[src/rtl/fft_frame_sequencer.sv]
// N-point FFT frame sequencer: loads a frame, runs all log2(N) butterfly stages
// through an external engine, then streams the finished frame out.
module fft_frame_sequencer #(
  parameter int N      = 16,
  parameter int MSB    = 16,
  parameter int BITREV = 1,
  parameter int SW     = ($clog2($clog2(N)) < 1) ? 1 : $clog2($clog2(N))
) (
  input  logic             clk,
  input  logic             rst_n,
  input  logic             in_valid,
  output logic             in_ready,
  input  logic [MSB-1:0]   in_data,
  output logic             fill_regs,
  input  logic             coef_done,
  output logic             start_calc,
  input  logic             calc_finish,
  output logic [SW-1:0]    stage,
  output logic [N*MSB-1:0] stage_data,
  input  logic [N*MSB-1:0] stage_result,
  output logic             out_valid,
  input  logic             out_ready,
  output logic [MSB-1:0]   out_data,
  output logic             out_last,
  output logic             busy
);

  localparam int              CW         = $clog2(N);
  localparam logic [CW-1:0]   LAST_IDX   = CW'(N - 1);
  localparam logic [SW-1:0]   LAST_STAGE = SW'(CW - 1);

  typedef enum logic [1:0] {S_LOAD, S_COEF, S_CALC, S_UNLOAD} state_t;

  state_t             state_q, state_d;
  logic [CW-1:0]      cnt_q, ucnt_q, load_idx;
  logic [SW-1:0]      stage_q;
  logic [N*MSB-1:0]   buf_q;
  logic               fill_q, fill_d, start_q, start_d;
  logic               load_we, calc_we, unload_we;

  function automatic logic [CW-1:0] bitrev(input logic [CW-1:0] v);
    logic [CW-1:0] r;
    for (int b = 0; b < CW; b++) r[b] = v[CW-1-b];
    return r;
  endfunction

  assign load_idx = (BITREV != 0) ? bitrev(cnt_q) : cnt_q;

  always_ff @(posedge clk or negedge rst_n) begin
    if (!rst_n) begin
      state_q <= S_LOAD;
      fill_q  <= 1'b0;
      start_q <= 1'b0;
    end else begin
      state_q <= state_d;
      fill_q  <= fill_d;
      start_q <= start_d;
    end
  end

  // Pulses are registered on the transition so each lands on the first cycle of its state.
  always_comb begin
    state_d   = state_q;
    fill_d    = 1'b0;
    start_d   = 1'b0;
    load_we   = 1'b0;
    calc_we   = 1'b0;
    unload_we = 1'b0;
    case (state_q)
      S_LOAD: begin
        if (in_valid) begin
          load_we = 1'b1;
          if (cnt_q == LAST_IDX) begin
            state_d = S_COEF;
            fill_d  = 1'b1;
          end
        end
      end
      S_COEF: begin
        if (coef_done) begin
          state_d = S_CALC;
          start_d = 1'b1;
        end
      end
      S_CALC: begin
        if (calc_finish) begin
          calc_we = 1'b1;
          if (stage_q == LAST_STAGE) begin
            state_d = S_UNLOAD;
          end else begin
            state_d = S_COEF;
            fill_d  = 1'b1;
          end
        end
      end
      S_UNLOAD: begin
        if (out_ready) begin
          unload_we = 1'b1;
          if (ucnt_q == LAST_IDX) state_d = S_LOAD;
        end
      end
      default: state_d = S_LOAD;
    endcase
  end

  always_ff @(posedge clk or negedge rst_n) begin
    if (!rst_n) begin
      cnt_q   <= '0;
      ucnt_q  <= '0;
      stage_q <= '0;
      buf_q   <= '0;
    end else begin
      if (load_we) begin
        buf_q[int'(load_idx)*MSB +: MSB] <= in_data;
        cnt_q                            <= cnt_q + CW'(1);
      end
      if (calc_we) buf_q <= stage_result;
      if (unload_we) ucnt_q <= ucnt_q + CW'(1);
      if (unload_we && ucnt_q == LAST_IDX) cnt_q <= '0;
      if (load_we && cnt_q == LAST_IDX) stage_q <= '0;
      else if (calc_we && stage_q != LAST_STAGE) stage_q <= stage_q + SW'(1);
      else if (unload_we && ucnt_q == LAST_IDX) stage_q <= '0;
    end
  end

  assign in_ready   = (state_q == S_LOAD);
  assign busy       = (state_q != S_LOAD);
  assign fill_regs  = fill_q;
  assign start_calc = start_q;
  assign stage      = stage_q;
  assign stage_data = buf_q;
  assign out_valid  = (state_q == S_UNLOAD);
  assign out_last   = (state_q == S_UNLOAD) && (ucnt_q == LAST_IDX);
  assign out_data   = (state_q == S_UNLOAD) ? buf_q[int'(ucnt_q)*MSB +: MSB] : '0;

endmodule
[config.mk]
export PLATFORM = sky130hd
export DESIGN_NAME = fft_frame_sequencer
export DESIGN_NICKNAME = d
export VERILOG_FILES = /design/src/rtl/fft_frame_sequencer.sv
export SDC_FILE = /design/constraint.sdc
export NUM_CORES = 1
export LEC_CHECK = 0
export BUFFER_PORTS_ARGS = -buffer_cell sky130_fd_sc_hd__buf_2
export CAP_MARGIN = 20
export CORE_AREA = 2 2 214 216
export DETAILED_ROUTE_END_ITERATION = 10
export DIE_AREA = 0 0 216 218
export MAX_ROUTING_LAYER = met4
export PLACE_DENSITY = 0.69
export SYNTH_ARGS = -nofsm -noshare
export SYNTH_HDL_FRONTEND = slang
export SYNTH_SLANG_ARGS = --single-unit
export TNS_END_PERCENT = 50
[constraint.sdc]
create_clock -name clk -period 3.8 [get_ports clk]
set_input_delay 0.38 -clock clk [delete_from_list [all_inputs] [get_ports clk]]
set_output_delay 0.38 -clock clk [all_outputs]
set_load 0.02 [all_outputs]
==> results of run 1 <==
-- synthesized netlist by cell type, types with 3 or more instances --
library cell  instances  share of area, %
clkbuf_1             83               2.1
nand2b_1              3              0.13
buf_2                34               1.2
nor2b_1               8              0.34
nand3b_1              3              0.15
nor3b_1              17              0.87
a21oi_2               4              0.24
a221o_1             193                13
mux2i_1              47               3.2
o21ai_0              12              0.41
a22oi_1              31               1.6
xnor2_1               4              0.24
o2111ai_1             3              0.18
and2_0                3              0.13
ha_1                  9              0.77
nand2_1              13              0.33
nor2_1               76               1.9
and3_1               43               1.8
mux2_2                8              0.62
a211o_1               9              0.54
and2_1              126               5.4
a21o_1               32               1.6
inv_1                23              0.59
a21oi_1              13              0.44
mux2_1               10              0.77
o211ai_1              3              0.15
dfrtp_1             270                46
mux4_2               48               7.4
a22o_1               65               3.9
buf_1                11              0.28
nand3_1              34               1.2
or3_1                 8              0.34
-- kinds of logic after synthesis --
family	count (synthesis)	share of synthesized area (%)
adder cells (fa/ha/maj)	9	0.7690
AND/OR/NAND/NOR	350	13.57
multiplexers	113	11.98
flip-flops	270	46.14
buffers and inverters	154	4.298
XOR/XNOR	5	0.2991
AO/OA/AOI/OAI	372	22.94
-- path summary, 6_finish.rpt --
path / cells after the start / startpoint / to / slack, ns
setup / recovery: 5 / ucnt_q[1]$_DFFE_PN0P_ / out_data[14] / 0.38
hold / removal: 3 / stage_result[227] / stage_data[227]$_DFFE_PN0P_ / 0.03
setup reg to reg: 7 / cnt_q[1]$_DFFE_PN0P_ / stage_data[32]$_DFFE_PN0P_ / 0.48
hold reg to reg: 1 / stage_data[7]$_DFFE_PN0P_ / stage_data[7]$_DFFE_PN0P_ / 0.51
max in group asynchronous: 3 / rst_n / stage_data[248]$_DFFE_PN0P_ / 2.43
min in group asynchronous: 2 / rst_n / stage_data[57]$_DFFE_PN0P_ / 0.35
-- state kept, by name, indices dropped and copies added (netlist names) --
| signal | flops |
|---|---|
| ucnt_q | 4 |
| state_q | 2 |
| fill_regs | 1 |
| start_calc | 1 |
| stage_data | 256 |
| stage | 2 |
| cnt_q | 4 |
-- power breakdown --
group | leakage (nW) | internal [mW] | switching [mW]
Clock | 0.535 | 2.00 | 1.28
Sequential | 3.42 | 4.14 | 1.68
Combinational | 5.63 | 3.83 | 5.69
Total | 9.59 | 9.97 | 8.64
-- layer usage --
metal | part of all wire [%] | track usage (%) | up-vias | wire, um
met4 | 2.3 | 7.032 | 0 | 1645
met5 | 0 | - | - | 0
met2 | 45 | 45.43 | 1102 | 32450
li1 | - | - | 5996 | -
met3 | 11 | 6.513 | 124 | 7949
met1 | 42 | 42.46 | 7413 | 30300
-- layout make-up --
type	count	area, sq um	area share [%]
antenna	10	25.02	0.1299
clock buffer	41	873.3	4.534
clock inverter	13	224.0	1.163
inverter	23	86.33	0.4482
multi-input combinational	849	7315	37.97
sequential	270	6761	35.10
tap	600	750.7	3.897
timing repair buffer	601	3228	16.76
-- layout by cell type, fill, tap and decap left out, drive strengths merged, types with 23 or more instances in the layout --
master / synthesis / final
a21o: 32 / 32
and3: 43 / 43
clkbuf: 84 / 41
inv: 23 / 23
a221o: 193 / 193
nor2: 77 / 77
nand3: 34 / 34
buf: 47 / 599
and2: 129 / 129
dfrtp: 270 / 270
mux2i: 47 / 47
a22o: 65 / 65
a22oi: 31 / 31
mux4: 48 / 48
-- critical path: stages (launching register included) --
cell     delay [ns]
dfrtp_2        0.78
buf_12         0.34
mux4_2         0.44
a22o_1         0.23
a221o_1        0.42
buf_2          0.19
==> metrics.md, run 1 <==
| Metric | Value |
|---|---|
| Clock-pin slew of the registers on the worst-case setup and hold paths | `0.07 ns` |
| DP Area | `0.01811 sq mm` |
| Placed cells | `2340` |
| CP Capture Type | `primary output` |
| Register area share after synthesis | `46.14%` |
| RePlAce Congestion | `0.9949` |
| CTS tree | `built` |
| Global-route wire length before repair | `101800 um` |
| Final Cell Area | `0.01926 sq mm` |
| Worst-case clock buffer depth | `3` |
| Grt ovf | `0` |
| Pwr dens | `965.8 mW/mm^2` |
| Total die area | `0.04709 sq mm` |
| Slew Limit Fails | `0` |
| FFs w/ async S/R, synth | `100.0%` |
| # fillers | `4366` |
| Chip height | `218 um` |
| Final Total Pwr | `18.61 mW` |
| Status | `completed` |
| YS warnings | `0` |
| Mapped Avg Cell Area | `11.50 sq um` |
| Final Non-Filler Cells | `2407` |
| Core Region | `0.04489 sq mm` |
| Root buffer cell | `clkbuf_16` |
| Total number of vias | `14640` |
| Setup WS pre-CTS | `0.5588 ns` |
| Tmin final | `3.424 ns` |
| Antenna Nets Post-Route | `0` |
| Starting density of the core | `32.62%` |
| Post-synth EDFFs | `0` |
| Area grow syn2layout | `31.56%` |
| Hold Path Class | `input pin to flip-flop` |
| IO Count | `558` |
| Max_slew headroom | `20.30%` |
| 1st-iter DRT viols | `1849` |
| Ys flop type | `dfrtp_1` |
| Crit-path max FO | `34` |
| Final Net Count | `2062` |
| Critical path arrival | `3.04 ns` |
| Initial antenna violation count | `12` |
| Max VDD drop | `0.0004029 V` |
| Leak | `9.589 nW` |
| Worst setup margin | `0.3759 ns` |
| Hpwl dp | `54350 um` |
| Worst-margin pin slew | `1.196 ns` |
| Drt total wl | `72340 um` |
| Num CTS Buffers | `30` |
| Final cycle utilization of the critical path | `90.11%` |
| Setup Skew | `0.01397 ns` |
| Final hold violations | `0` |
| Largest net degree at the start of global routing | `101` |
| Clock sink total | `270` |
| Final setup viols | `0` |
| Std cell rows | `78` |
| Post-CTS Setup Inserts | `0` |
| Clock Latency Late Sink | `0.58 ns` |
| Mapped Cells | `1273` |
| RSZ-0062 raised after global routing | `no` |
| DR WL/cell | `30.05 um` |
| Synth unique cells | `55` |
| Router iterations before antenna repair | `6` |
| Util after Layout | `42.91%` |
| Layout cells sized above 1 | `40.68%` |
| # DRC | `0` |
| Max-cap violations | `0` |
| DR vias/cell | `6.080` |
| Req. time, crit path | `3.42 ns` |
| Die width | `216 um` |
| Mapped cell area | `0.01464 sq mm` |
| WS Path Type | `flip-flop to primary output` |
| Htree depth | `1` |
| I/O Buffers | `557` |
| Max Clock Freq | `292.0 MHz` |
| Setup TNS | `0 ns` |
| #FFs+latches synth | `270` |
| Hold_buf cts | `2` |
| Worst Hold Slack | `0.02671 ns` |
| Post_cts resized | `0` |
| Vias in the first global route | `14130` |
| Crit path launch type | `flip-flop` |
| Total global-route track usage | `30.45%` |
| Syn Nets | `1560` |
Note: power is estimated with default switching activity, not from simulation.
==> run 2, diff against run 1 <==
Settings changed: ABC_AREA set to 1, CORE_AREA 2 2 214 216 to 2 2 218 220, DIE_AREA 0 0 216 218 to 0 0 220 222, PLACE_DENSITY 0.69 to 0.73.
==> metrics.md, run 2 <==
| Metric | Value |
|---|---|
| DR vias/cell | `5.542 (-8.9%)` |
| Post-synth EDFFs | `0 (unchanged)` |
| Critical path arrival | `3.13 ns (+0.09 ns)` |
| Leak | `11.41 nW (+19%)` |
| Root buffer cell | `clkbuf_16` |
| Final Total Pwr | `20.96 mW (+13%)` |
| Vias in the first global route | `18210 (+29%)` |
| CP Capture Type | `primary output` |
| Worst path slowest cell | `dfrtp_4` |
| Post-synthesis xor/xnor area fraction | `0.2083% (-0.091 points)` |
| Worst-case clock buffer depth | `3 (unchanged)` |
| Worst Hold Slack | `0.03472 ns (+0.008014 ns)` |
| Clock sink total | `270 (unchanged)` |
| Crit path launch type | `flip-flop` |
| Antenna Nets Post-Route | `0 (unchanged)` |
| Req. time, crit path | `3.42 ns (about the same)` |
| Num CTS Buffers | `34 (+13%)` |
| Htree depth | `2 (+1)` |
| Starting density of the core | `36.37% (+3.7 points)` |
| Synth area leader | `dfrtp_1` |
| Synth area leaders | `dfrtp_1 40%, nand2_1 19%, nand3_1 7.8%` |
| Max VDD drop | `0.0004793 V (+19%)` |
| Die width | `220 um (+1.9%)` |
| RePlAce Congestion | `1.055 (+6.1%)` |
| Global-route wire length before repair | `127700 um (+25%)` |
| Final hold violations | `0 (unchanged)` |
| Largest net degree at the start of global routing | `140 (+39%)` |
| Reg2Reg Launch Point | `cnt_q[3]$_DFFE_PN0P_` |
| Post-CTS Setup Inserts | `0 (unchanged)` |
| Final Non-Filler Cells | `3603 (+50%)` |
| Ys flop type | `dfrtp_1` |
| Tmin final | `3.513 ns (+0.08877 ns)` |
| Worst Setup SP | `ucnt_q[0]$_DFFE_PN0P_` |
| CP cell instances | `o21ai_0 > nand3_1 > nand3_1 > a21oi_1 > buf_2` |
| Final Net Count | `3258 (+58%)` |
| Cell family with most CP delay | `flip-flops` |
| Drt total wl | `92250 um (+28%)` |
| Chip height | `222 um (+1.8%)` |
| Register area share after synthesis | `40.16% (-6.0 points)` |
| Synth top cells by count | `857 x nand2_1, 314 x inv_1, 270 x dfrtp_1` |
| Max Clock Freq | `284.7 MHz (-2.5%)` |
| Most Frequent Cell on Critical Path | `nand3_1` |
| # fillers | `4987 (+14%)` |
| Placed cells | `3541 (+51%)` |
| Hpwl dp | `73490 um (+35%)` |
| #FFs+latches synth | `270 (unchanged)` |
| Status | `completed` |
| Area grow syn2layout | `25.61%` |
| 1st-iter DRT viols | `2749 (+49%)` |
| Largest family of logic cells by synthesized area | `simple AND/OR/NAND/NOR gates` |
| Max-cap violations | `0 (unchanged)` |
| Most common cell after layout, fill and taps aside | `nand2_1` |
| I/O Buffers | `557 (unchanged)` |
| Mapped Avg Cell Area | `6.740 sq um (-41%)` |
| Most frequent cells in the layout | `857 x nand2_1, 556 x buf_2, 314 x inv_1` |
| Core Region | `0.04626 sq mm (+3.0%)` |
| Largest register FFs | `256 (unchanged)` |
| Syn Nets | `2783 (+78%)` |
| Total die area | `0.04884 sq mm (+3.7%)` |
| Worst-margin pin slew | `0.8682 ns (-0.3274 ns)` |
| Std cell rows | `79 (+1.3%)` |
| Max_slew headroom | `41.98% (+22 points)` |
| Slew Limit Fails | `0 (unchanged)` |
| Max stage delay on crit path | `0.90 ns (+0.12 ns)` |
| Synth Area in Adders | `0.6694% (-0.10 points)` |
| Hold Startpoint | `stage_result[111]` |
| Mapped Cells | `2496 (+96%)` |
| Hold Path Class | `input pin to flip-flop` |
| WS Path Type | `flip-flop to primary output` |
| Top cell type's share of synthesized area | `40.16% (-6.0 points)` |
| FFs w/ async S/R, synth | `100.0% (unchanged)` |
| Total number of vias | `19970 (+36%)` |
| Total global-route track usage | `37.68% (+7.2 points)` |
| Most common cell in the netlist | `nand2_1` |
| Clock Latency Late Sink | `0.56 ns (-0.02 ns)` |
| Initial antenna violation count | `3 (-9)` |
| Post-Synth Simple-Gate Area | `31.34% (+18 points)` |
| IO Count | `558 (unchanged)` |
| Final setup viols | `0 (unchanged)` |
| Final cycle utilization of the critical path | `92.44% (+2.3 points)` |
| # DRC | `0 (unchanged)` |
| Setup TNS | `0 ns (unchanged)` |
| RSZ-0062 raised after global routing | `no` |
| Router iterations before antenna repair | `6 (unchanged)` |
| Compound-cell area share of the yosys netlist | `15.81% (-7.1 points)` |
| Synth unique cells | `31 (-44%)` |
| Register area | `0.006761 sq mm (unchanged)` |
| Pwr dens | `991.8 mW/mm^2 (+2.7%)` |
| Crit-path max FO | `58 (+71%)` |
| WP buf/inv | `1 (-1)` |
| CTS tree | `built` |
| Mapped cell area | `0.01682 sq mm (+15%)` |
| Layout cells sized above 1 | `23.23% (-17 points)` |
| Clock-pin slew of the registers on the worst-case setup and hold paths | `0.07 ns (about the same)` |
| Setup Skew | `0.03018 ns (+0.01621 ns)` |
| YS warnings | `0 (unchanged)` |
| Grt ovf | `0 (unchanged)` |
| Mux share of post-synthesis cell area | `0.05950% (-12 points)` |
| DR WL/cell | `25.60 um (-15%)` |
| Util after Layout | `45.68% (+2.8 points)` |
| Multi-input gate area | `0.008098 sq mm (+11%)` |
==> run 2: final timing paths <==
path	to	cells after the start	slack, ns
min in group asynchronous	stage_data[222]$_DFFE_PN0P_	2	0.39
min	stage_data[111]$_DFFE_PN0P_	3	0.03
min reg2reg	stage_data[140]$_DFFE_PN0P_	2	0.51
max in group asynchronous	stage_data[102]$_DFFE_PN0P_	3	2.34
max	out_data[11]	5	0.29
max reg2reg	stage_data[136]$_DFFE_PN0P_	10	0.75
==> run 2: power breakdown <==
part           internal (mW)  total, mW  leakage, nW  switching [mW]
Clock                   1.79       3.16        0.505            1.36
Sequential              4.22       5.73         3.55            1.50
Combinational           3.29       12.1         7.35            8.78
Total                   9.31       21.0         11.4            11.7
==> run 2: tightest hold or removal path, stage by stage <==
cell and delay [ns]:
buf_2 0.08, nand2_1 0.04, nand3_1 0.06
==> run 2: stage by stage <==
stage,setup slack (ns),instance area (sq um)
floorplan,1.417,16820
global placement,0.8712,20080
detailed placement,0.8703,20080
CTS,0.4023,21120
global route,0.2551,21130
finish,0.2871,21130
==> run 2: per-layer routing <==
layer | wire [um] | up-vias | track usage, %
li1 | - | 9025 | -
met1 | 38330 | 9407 | 51.68
met2 | 38710 | 1310 | 52.23
met3 | 10040 | 226 | 7.942
met4 | 5168 | 0 | 18.62
met5 | 0 | - | -
==> run 2: cells by family (layout without fill, tap and decap cells) <==
group / Yosys count / count (layout)
AND/OR/NAND/NOR: 1273 / 1273
adder cells (fa/ha/maj): 9 / 9
multiplexers: 1 / 1
XOR/XNOR: 4 / 4
other: 0 / 4
buffers and inverters: 491 / 987
AO/OA/AOI/OAI: 448 / 448
flip-flops: 270 / 270
==> run 2: area by class of cell <==
cell class / instances / area share, %
inverters: 328 / 5.850
flip-flops and latches: 270 / 32.00
clock inverters: 12 / 0.4441
diodes: 4 / 0.04737
clock buffers: 45 / 4.417
repair buffers: 602 / 15.32
multi-input cells: 1735 / 38.32
well taps: 607 / 3.594
==> run 2: timing repair <==
item | 4_1_cts | 5_1_grt
endpoints found under the hold margin | 71 | 0
resized for setup | 0 | 0
hold buffers | 1 | 0
==> run 3, diff against run 2 <==
Settings changed: CORE_AREA 2 2 218 220 to 2 2 216 218, CTS_BUF_LIST set to sky130_fd_sc_hd__clkbuf_2 sky130_fd_sc_hd__clkbuf_4 sky130_fd_sc_hd__clkbuf_8, CTS_CLUSTER_SIZE set to 8, DIE_AREA 0 0 220 222 to 0 0 218 220.
==> metrics.md, run 3 (synthesis results as in run 2) <==
| Metric | Value |
|---|---|
| Status | `completed` |
| # fillers | `4831 (-3.1%)` |
| Most frequent cells in the layout | `857 x nand2_1, 556 x buf_2, 314 x inv_1` |
| Std cell rows | `79 (unchanged)` |
| Max stage delay on crit path | `0.90 ns (about the same)` |
| DP Area | `0.02011 sq mm (+0.16%)` |
| Final setup viols | `0 (unchanged)` |
| Req. time, crit path | `3.42 ns (about the same)` |
| CP Capture Type | `primary output` |
| Crit-path max FO | `66 (+14%)` |
| Slew Limit Fails | `0 (unchanged)` |
| Grt ovf | `0 (unchanged)` |
| Worst Setup SP | `ucnt_q[0]$_DFFE_PN0P_` |
| CTS tree | `built` |
| Hold Startpoint | `stage_result[6]` |
| Final Net Count | `3362 (+3.2%)` |
| M3 GR Usage | `7.812% (-0.13 points)` |
| Max Clock Freq | `283.3 MHz (-0.49%)` |
| Max-cap violations | `0 (unchanged)` |
| Core Region | `0.04586 sq mm (-0.85%)` |
| FF-to-FF setup slack | `0.67 ns (-0.08 ns)` |
| Crit path launch type | `flip-flop` |
| Leak | `11.80 nW (+3.4%)` |
| I/O Buffers | `557 (unchanged)` |
| Most common cell after layout, fill and taps aside | `nand2_1` |
| Critical path arrival | `3.15 ns (+0.02 ns)` |
| Clock-pin slew of the registers on the worst-case setup and hold paths | `0.06 ns (about the same)` |
| Tmin final | `3.530 ns (+0.01728 ns)` |
| RSZ-0062 raised after global routing | `no` |
| Clock sink total | `270 (unchanged)` |
| Area grow syn2layout | `30.46%` |
| Initial antenna violation count | `4 (+1)` |
| Vias in the first global route | `18570 (+2.0%)` |
| Total global-route track usage | `38.20% (+0.52 points)` |
| Setup TNS | `0 ns (unchanged)` |
| Setup Skew | `0.02313 ns (-0.007057 ns)` |
| Reg2Reg Launch Point | `cnt_q[3]$_DFFE_PN0P_` |
| Layout cells sized above 1 | `23.79% (+0.56 points)` |
| Worst-case clock buffer depth | `3 (unchanged)` |
| Total number of vias | `20660 (+3.5%)` |
| Reg2Reg Depth | `9 (-1)` |
| Util after Layout | `47.85% (+2.2 points)` |
| Hold Path Class | `input pin to flip-flop` |
| Antenna Nets Post-Route | `0 (unchanged)` |
| Root buffer cell | `clkbuf_8` |
| Largest register FFs | `256 (unchanged)` |
| Router iterations before antenna repair | `7 (+1)` |
| Final Total Pwr | `20.70 mW (-1.2%)` |
| DR WL/cell | `24.74 um (-3.4%)` |
| # DRC | `0 (unchanged)` |
| WS Path Type | `flip-flop to primary output` |
| Pwr dens | `943.1 mW/mm^2 (-4.9%)` |
| Clock Latency Late Sink | `0.65 ns (+0.09 ns)` |
| Drt total wl | `92020 um (-0.25%)` |
| Largest net degree at the start of global routing | `95 (-32%)` |
| 1st-iter DRT viols | `3051 (+11%)` |
| Most Frequent Cell on Critical Path | `nand3_1` |
| Fraction of met1 tracks used by global routing | `51.93% (+0.25 points)` |
| DR vias/cell | `5.555 (+0.23%)` |
| Starting density of the core | `36.68% (+0.31 points)` |
| Post_cts resized | `0 (unchanged)` |
| Worst-margin pin slew | `1.130 ns (+0.2614 ns)` |
| Worst path slowest cell | `dfrtp_4` |
| Max VDD drop | `0.0004326 V (-9.8%)` |
| CP cell instances | `buf_4 > o21ai_0 > nand3_1 > nand3_1 > a21oi_1 > buf_2` |
| Die width | `218 um (-0.91%)` |
| Max_slew headroom | `24.70% (-17 points)` |
| Busiest grt layer | `met2` |
| Grt met2 use | `53.21% (+0.97 points)` |
| Worst hold path depth | `3 (unchanged)` |
| Final cycle utilization of the critical path | `92.90% (+0.45 points)` |
| Num CTS Buffers | `51 (+50%)` |
| IO Count | `558 (unchanged)` |
| Chip height | `220 um (-0.90%)` |
| Hold path endpoint | `stage_data[6]$_DFFE_PN0P_` |
| Final hold violations | `0 (unchanged)` |
| Htree depth | `2 (unchanged)` |
| Global-route wire length before repair | `127600 um (about the same)` |
| RePlAce Congestion | `1.022 (-3.1%)` |
| Total die area | `0.04796 sq mm (-1.8%)` |
| Reg-to-reg endpoint | `stage_data[79]$_DFFE_PN0P_` |
| Final Cell Area | `0.02195 sq mm (+3.9%)` |
| Hpwl dp | `72880 um (-0.84%)` |
## run 3: cell count changes in the layout (fill, tap and decap cells not counted), sizes merged
cell | previous run | this run
clkinv | 12 | 7
dlygate4sd3 | 1 | 81
inv | 325 | 324
bufinv | 1 | 0
buf | 601 | 608
clkbuf | 45 | 80
diode | 4 | 6
## run 3: worst max-delay path: cells and delay by family (launching register included)
family | cells | cell delay [ns]
AO/OA/AOI/OAI | 2 | 0.64
buffers and inverters | 2 | 0.58
flip-flops | 1 | 0.90
AND/OR/NAND/NOR | 2 | 0.39
## run 3: power by group
| part | internal (mW) | leakage, nW | switching, mW |
|---|---|---|---|
| clock network | 1.61 | 0.535 | 1.34 |
| logic | 3.36 | 7.71 | 8.69 |
| registers | 4.22 | 3.55 | 1.47 |
## run 3: layout make-up
type                            count  area, sq um  share of cell area [%]
Antenna cell                        6        15.01                 0.06842
Tap cell                          607        759.5                   3.461
Inverter                          328         1236                   5.633
Sequential cell                   270         6761                   30.81
Clock inverter                      5        30.03                  0.1368
Clock buffer                       80        975.9                   4.447
Timing Repair Buffer              689         4066                   18.53
Multi-Input combinational cell   1735         8102                   36.92
## run 3: what timing repair did
| item | in CTS | in global routing |
|---|---|---|
| hold endpoints to repair | 168 | 0 |
| hold buffers | 81 | 0 |
| buffers inserted | 0 | 0 |
| endpoints found under the setup margin | 0 | 0 |
## run 3: how the worst max path moves through the flow
stage                                  end  slack, ns  cells after the start
5_1_grt                        out_data[1]       0.14                     10
3_5_place_dp    stage_data[64]$_DFFE_PN0P_       0.78                      9
4_1_cts                       out_data[11]       0.32                      8
3_3_place_gp    stage_data[72]$_DFFE_PN0P_       0.85                      9
2_1_floorplan  stage_data[245]$_DFFE_PN0P_       1.42                     12
6_report                       out_data[9]       0.27                      6
## run 3: routing by layer
metal  routed length [um]  up-vias
li1                     -     9231
met1                37990     9686
met2                38760     1448
met3                 9693      299
met4                 5584        0
met5                    0        -
## run 3: metrics by stage
| stage | hold WS [ns] | worst slack, ns | cells |
|---|---|---|---|
| 2_1_floorplan | 0.08441 | 1.417 | 2496 |
| 6_report | 0.02791 | 0.2698 | 3720 |
| 3_5_place_dp | 0.4695 | 0.7796 | 3548 |
| 5_1_grt | 0.03450 | 0.1371 | 3718 |
| 4_1_cts | 0.001716 | 0.3194 | 3714 |
| 3_3_place_gp | 0.4712 | 0.8470 | 3548 |
